--- src/rtl/fetch_unit.sv ---
// Instruction-fetch stage: owns the PC, keeps one bus request in flight and fills the decode-facing output register.
// Optional FETCH_MISALIGN_EN: flags a misaligned PC with a nop and f_misalign instead of issuing a request.
module fetch_unit #(
   parameter int              XLEN     = 64,
   parameter logic [XLEN-1:0] RESET_PC = 64'h8000_0000
) (
   input  logic            clk,
   input  logic            reset,
   input  logic            stall,
   input  logic            flush,
   input  logic [XLEN-1:0] flush_pc,
   input  logic            jr,
   input  logic [XLEN-1:0] pcjr,
   input  logic            jump,
   input  logic [XLEN-1:0] pcjump,
   input  logic            branch_taken,
   input  logic [XLEN-1:0] pcbranch,
   output logic            ireq_valid,
   output logic [XLEN-1:0] ireq_addr,
   input  logic            ireq_ready,
   input  logic            iresp_valid,
   input  logic [31:0]     iresp_data,
   output logic            f_valid,
   output logic [XLEN-1:0] f_pc,
   output logic [31:0]     f_raw_instr
`ifdef FETCH_MISALIGN_EN
   ,
   output logic            f_misalign
`endif
);

   typedef enum logic [1:0] {
      S_IDLE,
      S_WAIT,
      S_DISCARD
   } state_t;

   localparam logic [31:0] NOP_INSTR = 32'h0000_0013;

   state_t            state_q, state_d;
   logic [XLEN-1:0]   pc_q, pc_d;
   logic              f_valid_q, f_valid_d;
   logic [XLEN-1:0]   f_pc_q, f_pc_d;
   logic [31:0]       f_raw_instr_q, f_raw_instr_d;
   logic              f_misalign_q, f_misalign_d;

   logic              redirect;
   logic              slot_free;
   logic              consume;
   logic              pc_misaligned;
   logic [XLEN-1:0]   target;

   assign redirect  = flush | ((jr | jump | branch_taken) & ~stall);
   assign slot_free = ~f_valid_q | ~stall;
   assign consume   = f_valid_q & ~stall;

`ifdef FETCH_MISALIGN_EN
   assign pc_misaligned = (pc_q[1:0] != 2'b00);
`else
   assign pc_misaligned = 1'b0;
`endif

   always_comb begin
      if (flush)
         target = flush_pc;
      else if (jr)
         target = {pcjr[XLEN-1:1], 1'b0};
      else if (jump)
         target = pcjump;
      else
         target = pcbranch;
   end

   always_comb begin
      // NOTE: every combinational output gets a default first so no path infers a latch.
      state_d       = state_q;
      pc_d          = pc_q;
      f_valid_d     = f_valid_q;
      f_pc_d        = f_pc_q;
      f_raw_instr_d = f_raw_instr_q;
      f_misalign_d  = f_misalign_q;
      ireq_valid    = 1'b0;
      ireq_addr     = pc_q;

      if (consume) begin
         f_valid_d    = 1'b0;
         f_misalign_d = 1'b0;
      end

      unique case (state_q)
         S_IDLE: begin
            if (redirect) begin
               pc_d = target;
            end else if (pc_misaligned) begin
               // Misaligned PC parks here, re-presenting the flagged nop until a redirect.
               if (slot_free) begin
                  f_valid_d     = 1'b1;
                  f_pc_d        = pc_q;
                  f_raw_instr_d = NOP_INSTR;
                  f_misalign_d  = 1'b1;
               end
            end else begin
               ireq_valid = slot_free & ~reset;
               if (ireq_valid && ireq_ready)
                  state_d = S_WAIT;
            end
         end
         S_WAIT: begin
            if (redirect) begin
               pc_d    = target;
               state_d = iresp_valid ? S_IDLE : S_DISCARD;
            end else if (iresp_valid) begin
               f_valid_d     = 1'b1;
               f_pc_d        = pc_q;
               f_raw_instr_d = iresp_data;
               f_misalign_d  = 1'b0;
               pc_d          = pc_q + XLEN'(4);
               state_d       = S_IDLE;
            end
         end
         S_DISCARD: begin
            if (redirect)
               pc_d = target;
            if (iresp_valid)
               state_d = S_IDLE;
         end
         default: state_d = S_IDLE;
      endcase

      if (redirect) begin
         f_valid_d    = 1'b0;
         f_misalign_d = 1'b0;
      end
   end

   // NOTE: sequential state uses non-blocking assignments so every flop samples pre-edge values.
   always_ff @(posedge clk) begin
      if (reset) begin
         state_q       <= S_IDLE;
         pc_q          <= RESET_PC;
         f_valid_q     <= 1'b0;
         f_pc_q        <= '0;
         f_raw_instr_q <= '0;
         f_misalign_q  <= 1'b0;
      end else begin
         state_q       <= state_d;
         pc_q          <= pc_d;
         f_valid_q     <= f_valid_d;
         f_pc_q        <= f_pc_d;
         f_raw_instr_q <= f_raw_instr_d;
         f_misalign_q  <= f_misalign_d;
      end
   end

   assign f_valid     = f_valid_q;
   assign f_pc        = f_pc_q;
   assign f_raw_instr = f_raw_instr_q;
`ifdef FETCH_MISALIGN_EN
   assign f_misalign  = f_misalign_q;
`endif

endmodule

--- config.mk ---
export PLATFORM = sky130hd
export DESIGN_NAME = fetch_unit
export DESIGN_NICKNAME = d
export VERILOG_FILES = /design/src/rtl/fetch_unit.sv
export SDC_FILE = /design/constraint.sdc
export NUM_CORES = 1
export LEC_CHECK = 0
export BUFFER_PORTS_ARGS = -buffer_cell sky130_fd_sc_hd__buf_2
export CAP_MARGIN = 30
export CORE_AREA = 2 2 179 181
export CTS_CLUSTER_DIAMETER = 30
export DETAILED_ROUTE_END_ITERATION = 8
export DIE_AREA = 0 0 181 183
export PLACE_DENSITY = 0.55
export SYNTH_ARGS = -nofsm -noshare
export SYNTH_HDL_FRONTEND = slang
export SYNTH_SLANG_ARGS = --single-unit
--- constraint.sdc ---
create_clock -name clk -period 3.1 [get_ports clk]
set_clock_uncertainty 0.15 [all_clocks]
set_input_delay 0.155 -clock clk [delete_from_list [all_inputs] [get_ports clk]]
set_output_delay 0.155 -clock clk [all_outputs]
set_load 0.005 [all_outputs]
==> impl_metrics.sql <==
INSERT INTO impl_metrics (metric_group, metric, value, unit) VALUES
('worst_setup_path', 'worstPathRequired', '3.30', 'ns'),
('worst_setup_path', 'cp_data_arrival_time', '2.97', 'ns'),
('worst_setup_path', 'cp_max_fo', '9', ''),
('clock_tree', 'clock-sinks', '163', ''),
('run', 'cap_viol_max_count', '0', ''),
('sta', 'final.setup.tns', '0', 'ns'),
('worst_setup_path', 'worstSetupEndpointType', 'flip-flop', ''),
('clock_tree', 'cts_max_level', '4', ''),
('worst_setup_path', 'crit_start', 'ireq_addr[22]', ''),
('grt', 'number_of_antenna_violations_at_the_first_check_in_global_routing', '2', ''),
('logic_synthesis', 'synth-adder-area-share', '0.130', '%'),
('drt', 'drt_iter0_drc', '811', ''),
('worst_hold_path', 'hold_path.class', 'in -> reg', ''),
('worst_setup_path', 'worstSetupPathType', 'reg -> reg', ''),
('placed_design', 'place_hpwl', '32.8', 'mm'),
('logic_synthesis', 'synth_top_area_share', '34.0', '%'),
('sta', 'slew_headroom', '51.4', '%'),
('clock_tree', 'ctsHoldBuffers', '50', ''),
('logic_synthesis', 'synthTopCellsByArea', 'sky130_fd_sc_hd__dfxtp_1, sky130_fd_sc_hd__nand2_1, sky130_fd_sc_hd__a21oi_1', ''),
('drt', 'route.detailed.vias_per_inst', '5.35', ''),
('logic_synthesis', 'synth_mux_area_share', '11.4', '%'),
('drt', 'antenna_left', '0', ''),
('drt', 'detailedRoute.firstPassIterationCount', '5', ''),
('clock_tree', 'worst_skew_pair.late_latency', '0.44', 'ns'),
('sta', 'hold_slack', '0.0186', 'ns'),
('clock_tree', 'postCtsSetupRepairBufs', '0', ''),
('logic_synthesis', 'seq_total_area_yosys', '34.0', '%'),
('placed_design', 'worst_case_setup_slack_after_placement', '0.477', 'ns'),
('floorplan', 'core-area', '31200', 'um2'),
('run_status', 'outcome', 'completed', ''),
('sta', 'count_of_final_setup_violators', '0', ''),
('layout', 'fillers', '3233', ''),
('layout', 'fin_cells', '2147', ''),
('sta', 'setup_slack', '0.334', 'ns'),
('sta', 'maxClockFrequency', '0.362', 'GHz'),
('layout', 'drive_gt1_share', '33.4', '%'),
('sta', 'hold_viol_final', '0', ''),
('worst_setup_path', 'rr_startpoint', 'ireq_addr[22]', ''),
('floorplan', 'dieWidth', '181', 'um'),
('grt', 'pin_count_of_the_biggest_net_entering_global_routing', '66', ''),
('floorplan', 'io_pins', '459', ''),
('drt', 'wire_per_inst', '20.3', 'um'),
('logic_synthesis', 'yosys_most_used_dff', 'sky130_fd_sc_hd__dfxtp_1', ''),
('placed_design', 'place.detailed.instances', '2064', ''),
('clock_tree', 'cts.clk_slew.worst_paths', '0.07', 'ns'),
('layout', 'post-route-util', '43.0', '%'),
('clock_tree', 'cts_root_buffer', 'sky130_fd_sc_hd__clkbuf_16', ''),
('layout', 'flow.area_growth_from_synthesis', '39.9', '%'),
('drt', 'drc_errors', '0', ''),
('logic_synthesis', 'combinational_family_with_the_most_area_after_synthesis', 'simple AND/OR/NAND/NOR gates', ''),
('logic_synthesis', 'synthCells', '1276', ''),
('logic_synthesis', 'synth-compound-area-share', '24.1', '%'),
('logic_synthesis', 'postSynthAreaPerCell', '7.53', 'um2'),
('logic_synthesis', 'synth.top_cells.by_count', 'sky130_fd_sc_hd__nand2_1, sky130_fd_sc_hd__dfxtp_1, sky130_fd_sc_hd__a21oi_1', ''),
('floorplan', 'initial_utilization', '30.8', '%'),
('pwr', 'leak', '5.82', 'nW'),
('grt', 'globalRoute.totalOverflow', '0', ''),
('sta', 'layout_min_cycle_time', '2.77', 'ns'),
('worst_setup_path', 'cp_launch_type', 'flip-flop', ''),
('placed_design', 'port_buffers', '457', ''),
('logic_synthesis', 'synth.lib_cells_used.distinct', '68', ''),
('drt', 'routed-via-count', '11497', ''),
('logic_synthesis', 'ys_ff_latch', '163', ''),
('layout', 'num-nets-final', '2029', ''),
('floorplan', 'total_die_area', '33100', 'um2'),
('logic_synthesis', 'synth-simple-area-share', '24.8', '%'),
('grt', 'first_global_vias', '11026', ''),
('sta', 'rsz0062_at_grt', 'false', ''),
('logic_synthesis', 'syn-cell-area', '9610', 'um2'),
('logic_synthesis', 'number_of_warning_messages_in_the_yosys_log', '0', ''),
('pwr', 'pwr_density_cell', '411', 'nW/um2');
-- worst paths after layout --
kind	slack (ns)	cells after the start	to
worst max register to register	0.33	5	ireq_addr[49]
worst max-delay path	0.33	5	ireq_addr[49]
worst min register to register	0.30	2	f_pc[58]
worst min-delay path	0.02	4	ireq_addr[28]
-- power breakdown --
part | leakage, nW | internal [mW] | switching [mW]
clock network | 0.288 | 1.22 | 0.998
logic | 4.20 | 0.473 | 0.518
registers | 1.33 | 2.17 | 0.140
-- per-layer routing --
layer,GRT usage [%],vias to the layer above,wire length [um]
li1,-,5558,-
met2,43.7,468,21000
met4,9.20,4,1400
met3,5.08,71,2840
met1,32.0,5396,18200
met5,0,-,27
-- sequential cells by signal, indices dropped and copies added (netlist names) --
register     count
f_valid          1
f_pc            64
ireq_addr       64
state_q          2
f_raw_instr     32
-- layout by cell type (no fill, tap or decap), drive strengths merged, types with 4 or more instances in the layout --
cell	count
a211o	9
a211oi	7
a21o	5
a21oi	151
a22oi	11
a311oi	4
a31oi	16
and2	4
and3	16
and4	11
buf	496
clkbuf	18
dfxtp	163
dlygate4sd3	50
inv	27
mux2	37
mux2i	68
nand2	291
nand2b	11
nand3	41
nand4	23
nor2	32
nor3	27
nor4	15
nor4b	6
o211ai	41
o21a	5
o21ai	72
o31ai	6
o32ai	13
or3	5
or4	13
-- critical path, cell delays in order, from the launching register on --
cell                       delay (ns)
sky130_fd_sc_hd__dfxtp_1         0.48
sky130_fd_sc_hd__nand3_1         0.29
sky130_fd_sc_hd__nor2_1          0.51
sky130_fd_sc_hd__nand4_1         0.50
sky130_fd_sc_hd__or4_1           0.63
sky130_fd_sc_hd__o211ai_1        0.12
-- stage by stage --
step           area, um2  power [mW]
3_5_place_dp       12300        3.30
3_3_place_gp       12300        3.29
6_report           13400        5.52
2_1_floorplan       9610        2.78
5_1_grt            13400        5.75
4_1_cts            13400        5.58
-- logic make-up (layout without fill, tap and decap cells) --
family / count (synthesis) / after routing
other: 0 / 1
DFF: 163 / 163
adders and majority gates: 1 / 1
muxes: 105 / 105
and+or+nand+nor: 504 / 504
buffers and inverters: 130 / 598
AOI/OAI and AO/OA: 373 / 373
-- final cells by class --
| class | count | share of cell area (%) |
|---|---|---|
| timing repair buffer | 546 | 23.6 |
| tap | 402 | 3.74 |
| inverter | 20 | 0.559 |
| multi-input combinational | 983 | 43.4 |
| clock buffer | 18 | 3.19 |
| antenna | 1 | 0.0186 |
| sequential | 163 | 24.3 |
| clock inverter | 14 | 1.27 |
Note: power is estimated with default switching activity, not from simulation.
